--- src/rtl/cheshire_fpga_rst_seq.sv ---
// Reset and boot sequencer for the Cheshire FPGA top level: synchronizes and debounces the
// board reset button, qualifies clock lock, holds the SoC in reset, latches boot mode, makes rtc.
module cheshire_fpga_rst_seq #(
  parameter int unsigned SysClkFreq     = 50_000_000,
  parameter int unsigned RtcFreq        = 1_000_000,
  parameter int unsigned DebounceCycles = 1_000_000,
  parameter int unsigned HoldCycles     = 256
) (
  input  logic       clk_i,
  input  logic       rst_ni,
  input  logic       btn_rst_i,
  input  logic       clk_locked_i,
  input  logic [1:0] boot_mode_i,
  input  logic       test_mode_i,
  output logic       soc_rst_no,
  output logic [1:0] boot_mode_o,
  output logic       rtc_o,
  output logic [1:0] state_o
);

  localparam int unsigned RtcHalf = SysClkFreq / (2 * RtcFreq);
  localparam int unsigned RtcW    = (RtcHalf > 1) ? $clog2(RtcHalf) : 1;
  localparam int unsigned DbW     = (DebounceCycles > 1) ? $clog2(DebounceCycles) : 1;
  localparam int unsigned HoldW   = (HoldCycles > 1) ? $clog2(HoldCycles) : 1;

  localparam logic [RtcW-1:0]  RtcMax  = RtcW'(RtcHalf - 1);
  localparam logic [DbW-1:0]   DbMax   = DbW'(DebounceCycles - 1);
  localparam logic [HoldW-1:0] HoldMax = HoldW'(HoldCycles - 1);

  if (SysClkFreq < 2 * RtcFreq) begin : g_bad_rtc_freq
    $error("cheshire_fpga_rst_seq: SysClkFreq must be at least 2*RtcFreq");
  end
  if (DebounceCycles < 1) begin : g_bad_debounce
    $error("cheshire_fpga_rst_seq: DebounceCycles must be at least 1");
  end
  if (HoldCycles < 1) begin : g_bad_hold
    $error("cheshire_fpga_rst_seq: HoldCycles must be at least 1");
  end

  typedef enum logic [1:0] {
    StWait = 2'd0,
    StHold = 2'd1,
    StRun  = 2'd2
  } state_e;

  logic [1:0] btn_sync_q, lock_sync_q;
  logic [1:0] boot_s1_q, boot_s2_q;
  logic       btn_sync, lock_sync;

  // Button synchronizer resets to "pressed" so the SoC stays held until the button is seen released.
  always_ff @(posedge clk_i or negedge rst_ni) begin
    if (!rst_ni) begin
      btn_sync_q  <= 2'b11;
      lock_sync_q <= 2'b00;
      boot_s1_q   <= 2'b00;
      boot_s2_q   <= 2'b00;
    end else begin
      // NOTE: sequential state uses non-blocking assignments so every flop samples pre-edge values.
      btn_sync_q  <= {btn_sync_q[0], btn_rst_i};
      lock_sync_q <= {lock_sync_q[0], clk_locked_i};
      boot_s1_q   <= boot_mode_i;
      boot_s2_q   <= boot_s1_q;
    end
  end

  assign btn_sync  = btn_sync_q[1];
  assign lock_sync = lock_sync_q[1];

  logic           btn_db_q;
  logic [DbW-1:0] db_cnt_q;

  always_ff @(posedge clk_i or negedge rst_ni) begin
    if (!rst_ni) begin
      btn_db_q <= 1'b1;
      db_cnt_q <= '0;
    end else if (btn_sync == btn_db_q) begin
      db_cnt_q <= '0;
    end else if (db_cnt_q == DbMax) begin
      btn_db_q <= btn_sync;
      db_cnt_q <= '0;
    end else begin
      db_cnt_q <= db_cnt_q + 1'b1;
    end
  end

  logic ok;
  assign ok = lock_sync & ~btn_db_q;

  state_e           state_q, state_d;
  logic [HoldW-1:0] hold_cnt_q, hold_cnt_d;
  logic             soc_rst_q, soc_rst_d;
  logic [1:0]       boot_q, boot_d;

  always_ff @(posedge clk_i or negedge rst_ni) begin
    if (!rst_ni) begin
      state_q    <= StWait;
      hold_cnt_q <= '0;
      soc_rst_q  <= 1'b0;
      boot_q     <= 2'b00;
    end else begin
      state_q    <= state_d;
      hold_cnt_q <= hold_cnt_d;
      soc_rst_q  <= soc_rst_d;
      boot_q     <= boot_d;
    end
  end

  always_comb begin
    // NOTE: every output of this block is defaulted first so no path leaves one unassigned (no latches).
    state_d    = state_q;
    hold_cnt_d = hold_cnt_q;
    soc_rst_d  = soc_rst_q;
    boot_d     = boot_q;
    case (state_q)
      StWait: begin
        soc_rst_d = 1'b0;
        if (ok) begin
          state_d    = StHold;
          hold_cnt_d = '0;
        end
      end
      StHold: begin
        soc_rst_d  = 1'b0;
        hold_cnt_d = hold_cnt_q + 1'b1;
        if (!ok) begin
          state_d    = StWait;
          hold_cnt_d = '0;
        end else if (hold_cnt_q == HoldMax) begin
          state_d    = StRun;
          hold_cnt_d = '0;
          soc_rst_d  = 1'b1;
          boot_d     = boot_s2_q;
        end
      end
      StRun: begin
        soc_rst_d = 1'b1;
        if (!ok) begin
          state_d   = StWait;
          soc_rst_d = 1'b0;
        end
      end
      default: begin
        state_d    = StWait;
        hold_cnt_d = '0;
        soc_rst_d  = 1'b0;
      end
    endcase
  end

  logic [RtcW-1:0] rtc_cnt_q;
  logic            rtc_q;

  always_ff @(posedge clk_i or negedge rst_ni) begin
    if (!rst_ni) begin
      rtc_cnt_q <= '0;
      rtc_q     <= 1'b0;
    end else if (rtc_cnt_q == RtcMax) begin
      rtc_cnt_q <= '0;
      rtc_q     <= ~rtc_q;
    end else begin
      rtc_cnt_q <= rtc_cnt_q + 1'b1;
    end
  end

  // DFT bypass hands the board reset straight to the SoC; the FSM keeps running underneath.
  assign soc_rst_no  = test_mode_i ? rst_ni : soc_rst_q;
  assign boot_mode_o = boot_q;
  assign rtc_o       = rtc_q;
  assign state_o     = state_q;

endmodule
--- config.mk ---
export PLATFORM = sky130hd
export DESIGN_NAME = cheshire_fpga_rst_seq
export DESIGN_NICKNAME = d
export VERILOG_FILES = /design/src/rtl/cheshire_fpga_rst_seq.sv
export SDC_FILE = /design/constraint.sdc
export NUM_CORES = 1
export LEC_CHECK = 0
export ABC_AREA = 0
export CORE_ASPECT_RATIO = 0.75
export CORE_UTILIZATION = 35
export CTS_BUF_LIST = sky130_fd_sc_hd__clkbuf_8
export CTS_CLUSTER_SIZE = 10
export DETAILED_ROUTE_END_ITERATION = 8
export PLACE_DENSITY = 0.58
export SKIP_LAST_GASP = 1
export SLEW_MARGIN = 15
export SYNTH_ARGS = -nofsm -noshare
export SYNTH_HDL_FRONTEND = slang
export SYNTH_SLANG_ARGS = --single-unit
--- constraint.sdc ---
create_clock -name clk_i -period 2.2 [get_ports clk_i]
set_input_delay 0.22 -clock clk_i [delete_from_list [all_inputs] [get_ports clk_i]]
set_output_delay 0.22 -clock clk_i [all_outputs]
set_load 0.01 [all_outputs]
Word-level counts from Yosys, hierarchy flattened
Index checks and enable logic that the tools add are counted.

operators by class
  add/subtract/negate cells = 3
  equal/unequal tests = 9
  multiplexer cells = 17
  bitwise operators = 5
  reductions and logical operators = 5

operators by type and width
  operator                                             number
  two-way mux 20 bit                                   2
  two-way mux 8 bit                                    3
  case mux 8 bit (3 select lines)                      1
  adder 20 x 1 -> 20 bit, second input constant        1
  equality test 20 bit, second input constant          1
  adder 8 x 1 -> 8 bit, second input constant          1
  equality test 8 bit, second input constant           1
  two-way mux 2 bit                                    4
  case mux 2 bit (3 select lines)                      1
  AND reduction 3 bit                                  2
  adder 5 x 1 -> 5 bit, second input constant          1
  equality test 5 bit, second input constant           1
  two-way mux 5 bit                                    1
  two-way mux 1 bit                                    4
  != test 2 bit, second input constant                 2
  NOT 1 bit                                            4
  AND reduction 2 bit                                  2
  != test 3 bit, second input constant                 1
  equality test 2 x 1 -> 1 bit, second input constant  1
  equality test 2 bit, second input constant           1
  logical NOT 2 bit                                    1
  case mux 1 bit (2 select lines)                      1
  bitwise AND 1 bit                                    1
  equality test 1 bit                                  1

storage, ports and cells
  register bits after elaboration = 48
  input port bits = 7
  output and inout bits = 6
  logic and storage cells = 51

Depth between registers and ports, before layout
Gate-level depths: netlist of run 1.

  word-level depth = 4
  mapped depth = 6
  gate-level depth less buffers = 6

Least setup slack after synthesis of run 1
OpenSTA, ideal clock, no wires.

  path kind = register to register
  start = reg db_cnt_q[0]
  end = reg db_cnt_q[18]
  library setup time = 0.078 ns
  arrival = 1.836 ns
  required time = 2.122 ns
  setup slack = 0.286 ns
  stages on the path, launching flop included = 6
  path buffers = 0
  clock period less this slack = 1.914 ns
  cell sequence = dfrtp_1 -> ha_1 -> nand2_1 -> or4_4 -> or4_1 -> a21oi_1

between the ends
  word-level cells in the longest chain between the ends = 3
  elaborated cells on any way between the ends = 4
  those cells by class = add/sub: 1; eq/ne: 1; mux: 2

ends and longest elaborated chain
  what                                                            RTL line  text
  start: declaration                                              70        logic [DbW-1:0] db_cnt_q;
  start signal: assignment                                        82        db_cnt_q <= db_cnt_q + 1'b1;
  adder 20 x 1 -> 20 bit or equality test 20 bit (tied branches)  82, 78
  two-way mux 20 bit *                                            78        end else if (db_cnt_q == DbMax) begin
  two-way mux 20 bit *                                            76        end else if (btn_sync == btn_db_q) begin

Mark *: on every way between the ends. The rest lies on a longest branch, timed or not.
A chain may end at the register's enable or synchronous reset.

Worst setup path after layout of run 1
Ends and elaborated chain as after synthesis.

==> impl_metrics.env, run 1 <==
export IMPL_r2r_setup_slack_ns=0.15
export IMPL_diodes=0
export IMPL_crit_slowest_cell="or4_4"
export IMPL_cts_root_buf="clkbuf_8"
export IMPL_drt_pass1_iterations=4
export IMPL_drt_iter0_drc=74
export IMPL_nFillCells=590
export IMPL_dieArea_um2=6820
export IMPL_seq_area_um2=1200
export IMPL_clk_pin_slew_ns=0.09
export IMPL_postCtsSetupBuffers=0
export IMPL_grt_util_met1_pct=21.6
export IMPL_layout_nets=254
export IMPL_drive_gt1_share_pct=11.2
export IMPL_synthCells=220
export IMPL_arrival_ns=2.27
export IMPL_synth_area_um2=2270
export IMPL_top_usage_layer="met1"
export IMPL_postRouteAntennaNets=0
export IMPL_grt_max_degree=49
export IMPL_use_met3_pct=3.50
export IMPL_cp_max_fo=6
export IMPL_skew_ns=0.00256
export IMPL_synth_edff_count=0
export IMPL_synth_ff_type="dfrtp_1"
export IMPL_synthArstFlopShare_pct=100
export IMPL_cts_buffers=5
export IMPL_final_cell_count_no_fill=322
export IMPL_seq_area_frac_synth_pct=53.0
export IMPL_fmax_ghz=0.489
export IMPL_yosysUniqueCellTypes=40
export IMPL_power_density_nw_per_um2=690
export IMPL_cts_sinks=48
export IMPL_r2r_cells=5
export IMPL_dp_cells=314
export IMPL_design_core_area_um2=6290
export IMPL_cts_max_level=2
export IMPL_avgRoutedWirePerCell_um=12.5
export IMPL_die_height_um=71.8
export IMPL_critPathTopFamily="simple AND/OR/NAND/NOR gates"
export IMPL_vias=1569
export IMPL_grt_use_total_pct=13.2
export IMPL_cpPeakStageDelay_ns=0.57
export IMPL_worstPathRequired_ns=2.42
export IMPL_slew_violations=0
export IMPL_detailed_place_hpwl_mm=2.86
export IMPL_viasPerCell=4.87
export IMPL_relSlewSlack_pct=60.9
export IMPL_ir_worst_vdd_v=0.000361
export IMPL_cts_tree="yes"
export IMPL_startpoint_type="register"
export IMPL_port_buffers=12
export IMPL_maxCapViolations=0
export IMPL_grt_overflow_total=0
export IMPL_post_cts_resized=0
export IMPL_ys_ff_latch=48
export IMPL_path_depth=5
export IMPL_row_count=25
export IMPL_power_total_uw=1810
export IMPL_critPathCaptureType="register"
export IMPL_drc_errors=0
export IMPL_clk_path_buf_depth=2
export IMPL_grt_util_met2_pct=16.4
export IMPL_grt_pass1_wl_mm=6.91
export IMPL_drt_wl_total_mm=4.03
export IMPL_num_io_pins=13
export IMPL_antenna_found_initial=0
export IMPL_postSynthAreaPerCell_um2=10.3
export IMPL_cp_buffers_inverters=0
export IMPL_cts_hold_buffers=0
export IMPL_final_setup_tns_ns=0
export IMPL_grt_pass1_vias=1403
export IMPL_worstMarginPinSlew_ns=0.587
export IMPL_hold_viol=0
export IMPL_endpoint="db_cnt_q[18]$_DFF_PN0_"
export IMPL_status="finished, final reports clean"
export IMPL_fin_crit_sh_pct=93.0
export IMPL_area_delta_synth_final_pct=15.6
export IMPL_die_w_um=95.1
export IMPL_min_path_type="input port to asynchronous set/reset pin"
export IMPL_leakage_uw=0.00109
export IMPL_setup_violations=0
export IMPL_rsz0062_at_grt="false"
export IMPL_synth_nets=234
export IMPL_start_util_pct=36.2
export IMPL_path_cells="ha_1 -> nand2_1 -> or4_4 -> or4_1 -> a21oi_1"
export IMPL_crit_start="db_cnt_q[0]$_DFF_PN0_"
export IMPL_clock_latency_ns=0.29
export IMPL_period_needed_ns=2.05
export IMPL_routabilityCongestion=0.795
export IMPL_r2r_start="db_cnt_q[0]$_DFF_PN0_"
export IMPL_critical_path_class="register to register"
export IMPL_r2r_end="db_cnt_q[18]$_DFF_PN0_"
export IMPL_ys_warn_count=0
export IMPL_multi_input_area_um2=1020
## flip-flops by register name, summed over array words and instances, names as in the netlist
register and count:
boot_mode_o 2, boot_s1_q 2, boot_s2_q 2, btn_db_q 1, btn_sync_q 2, db_cnt_q 20
hold_cnt_q 8, lock_sync_q 2, rtc_cnt_q 5, rtc_o 1, soc_rst_q 1, state_o 2
## cell usage after synthesis, types with 2 or more instances
cell type | number | area (um2)
xnor2_1 | 12 | 105
nor2b_1 | 3 | 18.8
or4_1 | 2 | 15.0
inv_1 | 10 | 37.5
xor2_1 | 6 | 52.6
a21oi_1 | 11 | 55.1
and3_1 | 4 | 25.0
or3_1 | 4 | 25.0
nand2_1 | 18 | 67.6
nand3_1 | 14 | 70.1
nor4_1 | 3 | 18.8
o31ai_1 | 2 | 15.0
mux2_2 | 4 | 45.0
nand4_1 | 3 | 18.8
dfstp_2 | 3 | 78.8
ha_1 | 7 | 87.6
o41ai_1 | 2 | 17.5
clkbuf_1 | 5 | 18.8
nor2_1 | 23 | 86.3
and2_1 | 3 | 18.8
o21ai_0 | 12 | 60.1
nor3_1 | 4 | 20.0
a211oi_1 | 2 | 15.0
dfrtp_1 | 45 | 1130
a22o_1 | 2 | 17.5
mux2i_1 | 2 | 20.0
## metal layers
layer  routed length [um]  up-vias
met5                    0        -
met1                 2300      733
met3                  129        4
met4                   32        0
met2                 1570       24
li1                     -      808
## layout make-up
class / instances / area share (%)
clock buffer: 5 / 2.62
clock inverter: 3 / 1.48
inverter: 10 / 1.43
multi-input combinational: 157 / 38.7
sequential: 48 / 45.8
tap: 81 / 3.86
timing repair buffer: 18 / 6.09
## through the flow
step	hold slack [ns]	util, %	instance area (um2)	setup WS, ns
final	0.0390	41.8	2630	0.154
after global routing	0.0965	41.8	2630	0.0303
after CTS	0.0638	41.8	2630	0.163
after detailed placement	0.337	40.1	2520	0.172
after global placement	0.333	40.1	2520	0.207
after floorplan	-0.0756	-	2270	0.286
## worst reg2reg max path, stage by stage, from the launching register on
cell	delay, ns
dfrtp_1	0.42
ha_1	0.24
nand2_1	0.12
or4_4	0.57
or4_1	0.48
a21oi_1	0.15
## where the power goes
group | switching (uW) | internal [uW]
Combinational | 142 | 102
Sequential | 34.0 | 916
Clock | 287 | 333
## worst min path at each step
| stage | from | end | slack [ns] | cells after the start |
|---|---|---|---|---|
| after CTS | rst_ni | hold_cnt_q[4]$_DFFE_PN0P_ | 0.06 | 2 |
| after global routing | rst_ni | hold_cnt_q[5]$_DFFE_PN0P_ | 0.1 | 2 |
| after floorplan | rst_ni | boot_mode_o[0]$_DFFE_PN0P_ | -0.08 | 0 |
| after global placement | boot_s1_q[0]$_DFF_PN0_ | boot_s2_q[0]$_DFF_PN0_ | 0.33 | 0 |
| after detailed placement | boot_s1_q[1]$_DFF_PN0_ | boot_s2_q[1]$_DFF_PN0_ | 0.34 | 0 |
| final | rst_ni | hold_cnt_q[5]$_DFFE_PN0P_ | 0.04 | 2 |
## cells by family (layout without fill, tap and decap cells)
| logic type | after synthesis | count (layout) | synth area share (%) |
|---|---|---|---|
| fa+ha+maj | 7 | 7 | 3.85 |
| buf+inv | 15 | 36 | 2.48 |
| simple gates | 88 | 88 | 20.1 |
| mux | 6 | 6 | 2.86 |
| xor+xnor | 18 | 18 | 6.93 |
| compound gates | 38 | 38 | 10.8 |
| flops | 48 | 48 | 53.0 |
## cell usage in the layout, fill, tap and decap left out, types with 2 or more instances in the layout
cell type        instances
clkdlybuf4s50_1         11
xnor2_1                 12
and2_1                   3
xor2_1                   6
a211oi_1                 2
or4_1                    2
a21oi_1                 11
nor3_1                   4
clkbuf_8                 5
inv_1                   11
o41ai_1                  2
dfstp_2                  3
buf_4                    6
mux2_2                   4
and3_1                   4
o21ai_0                 12
nor4_1                   3
nor2b_1                  3
a22o_1                   2
nand3_1                 14
nand4_1                  3
nand2_1                 18
or3_1                    4
mux2i_1                  2
nor2_1                  23
dfrtp_1                 45
ha_1                     7
Power figures use the tool's default switching activity.
==> run 2, diff against run 1 <==
--- a/config.mk
+++ b/config.mk
@@ -6,7 +6,6 @@
 export NUM_CORES = 1
 export LEC_CHECK = 0
 export ABC_AREA = 0
-export CORE_ASPECT_RATIO = 0.75
 export CORE_UTILIZATION = 35
 export CTS_BUF_LIST = sky130_fd_sc_hd__clkbuf_8
 export CTS_CLUSTER_SIZE = 10
==> run 2 against run 1 <==
Against the previous run:
- design area is essentially flat
- clock power is 5.8% higher
- first-iteration DRC count grew 55%
- flip-flop and latch count did not move
- fmax about the same
==> impl_metrics.env, run 2 (synthesis results as in run 1) <==
export IMPL_grt_pass1_vias=1561
export IMPL_maxCapViolations=0
export IMPL_reg_top3="db_cnt_q: 20 flops, hold_cnt_q: 8 flops, rtc_cnt_q: 5 flops"
export IMPL_utilization_pct=43.2
export IMPL_critical_path_class="register to register"
export IMPL_grt_use_total_pct=14.3
export IMPL_crit_start="db_cnt_q[0]$_DFF_PN0_"
export IMPL_drt_pass1_iterations=4
export IMPL_cp_buffers_inverters=0
export IMPL_area_delta_synth_final_pct=15.7
export IMPL_routabilityCongestion=0.746
export IMPL_drt_iter0_drc=115
export IMPL_postRouteAntennaNets=0
export IMPL_design_core_area_um2=6100
export IMPL_drt_wl_total_mm=4.06
export IMPL_clk_pin_slew_ns=0.10
export IMPL_ir_worst_vdd_v=0.000315
export IMPL_relSlewSlack_pct=60.6
export IMPL_avgRoutedWirePerCell_um=12.8
export IMPL_seq_area_um2=1200
export IMPL_port_buffers=12
export IMPL_diodes=0
export IMPL_place_ws_ns=0.141
export IMPL_startpoint_type="register"
export IMPL_largest_reg_flops=20
export IMPL_die_w_um=82.6
export IMPL_rsz0062_at_grt="false"
export IMPL_detailed_place_hpwl_mm=2.85
export IMPL_postCtsSetupBuffers=0
export IMPL_grt_pass1_wl_mm=7.36
export IMPL_grt_max_degree=49
export IMPL_viasPerCell=5.07
export IMPL_nFillCells=615
export IMPL_critPathTopFamily="simple AND/OR/NAND/NOR gates"
export IMPL_drive_gt1_share_pct=12.0
export IMPL_antenna_found_initial=0
export IMPL_cp_max_fo=6
export IMPL_min_path_type="input port to asynchronous set/reset pin"
export IMPL_r2r_start="db_cnt_q[0]$_DFF_PN0_"
export IMPL_final_common_cell="dfrtp_1"
export IMPL_num_io_pins=13
export IMPL_skew_ns=0.00629
export IMPL_fin_crit_sh_pct=92.9
export IMPL_hold_viol=0
export IMPL_drc_errors=0
export IMPL_final_setup_worst_slack_ns=0.156
export IMPL_final_setup_tns_ns=0
export IMPL_grt_overflow_total=0
export IMPL_start_util_pct=37.3
export IMPL_row_count=28
export IMPL_arrival_ns=2.27
export IMPL_r2r_setup_slack_ns=0.16
export IMPL_vias=1601
export IMPL_r2r_cells=5
export IMPL_regMostFlops="db_cnt_q"
export IMPL_final_cell_mix="45 x dfrtp_1, 23 x nor2_1, 18 x nand2_1"
export IMPL_power_density_nw_per_um2=705
export IMPL_worstPathRequired_ns=2.43
export IMPL_r2r_end="db_cnt_q[18]$_DFF_PN0_"
export IMPL_path_depth=5
export IMPL_cts_max_level=2
export IMPL_path_cells="ha_2 -> nand2_1 -> or4_4 -> or4_1 -> a21oi_1"
export IMPL_clock_latency_ns=0.30
export IMPL_clk_path_buf_depth=2
export IMPL_slew_violations=0
export IMPL_layout_nets=254
export IMPL_leakage_uw=0.00109
export IMPL_die_height_um=82.6
export IMPL_cts_buffers=5
export IMPL_period_needed_ns=2.04
export IMPL_fmax_ghz=0.489
export IMPL_cts_root_buf="clkbuf_8"
export IMPL_worstMarginPinSlew_ns=0.591
export IMPL_multi_input_area_um2=1020
export IMPL_crit_slowest_cell="or4_4"
export IMPL_cpPeakStageDelay_ns=0.56
export IMPL_power_total_uw=1860
export IMPL_cts_tree="yes"
export IMPL_status="finished, final reports clean"
export IMPL_cts_sinks=48
export IMPL_setup_violations=0
export IMPL_dieArea_um2=6820
export IMPL_endpoint="db_cnt_q[18]$_DFF_PN0_"
export IMPL_critPathCaptureType="register"
==> run 2: cell count changes in the layout (fill, tap and decap cells not counted), sizes merged <==
cell	previous run	this run
clkinv	1	0
clkinvlp	0	1
==> run 2: worst min-delay path by stage <==
stage / start / to / cells past startpoint / slack [ns]
2_1_floorplan: rst_ni / boot_mode_o[0]$_DFFE_PN0P_ / 0 / -0.08
4_1_cts: rst_ni / hold_cnt_q[2]$_DFFE_PN0P_ / 2 / 0.1
3_5_place_dp: boot_s1_q[0]$_DFF_PN0_ / boot_s2_q[0]$_DFF_PN0_ / 0 / 0.33
5_1_grt: rst_ni / hold_cnt_q[3]$_DFFE_PN0P_ / 2 / 0.11
6_report: rst_ni / hold_cnt_q[2]$_DFFE_PN0P_ / 2 / 0.07
3_3_place_gp: boot_s1_q[0]$_DFF_PN0_ / boot_s2_q[0]$_DFF_PN0_ / 0 / 0.33
==> run 2: layer usage <==
metal / routed length [um] / GRT usage [%] / vias up
li1: - / - / 809
met1: 2050 / 19.8 / 770
met2: 1850 / 21.9 / 17
met3: 104 / 3.30 / 5
met4: 56 / 5.00 / 0
met5: 0 / 0 / -
==> run 2: stage by stage <==
| step | cell area, um2 | std cells | hold slack [ns] |
|---|---|---|---|
| after floorplan | 2270 | 220 | -0.0756 |
| after global placement | 2510 | 308 | 0.335 |
| after detailed placement | 2510 | 308 | 0.335 |
| after CTS | 2630 | 316 | 0.0952 |
| after global routing | 2630 | 316 | 0.113 |
| final | 2630 | 316 | 0.0720 |
==> run 2: area by class of cell <==
cell class / count / area share [%]
Timing Repair Buffer: 18 / 6.09
Tap cell: 75 / 3.57
Sequential cell: 48 / 45.8
Clock buffer: 5 / 2.62
Inverter: 10 / 1.43
Clock inverter: 3 / 1.76
Multi-Input combinational cell: 157 / 38.8
==> run 2: worst reg2reg max path: cells and delay by family, from the launching register on <==
| kind | cells | cell delay [ns] |
|---|---|---|
| AOI/OAI and AO/OA | 1 | 0.15 |
| and+or+nand+nor | 3 | 1.16 |
| adders and majority gates | 1 | 0.24 |
| DFF | 1 | 0.42 |
==> run 2: report_power, final <==
| group | internal [uW] | switching, uW |
|---|---|---|
| logic | 101 | 148 |
| registers | 916 | 34.9 |
| clock network | 343 | 313 |
==> run 2: repair_timing <==
action	in CTS	in global routing
endpoints found under the hold margin	0	0
hold buffers	0	0
gates resized for setup	0	1
setup endpoints to repair	0	1
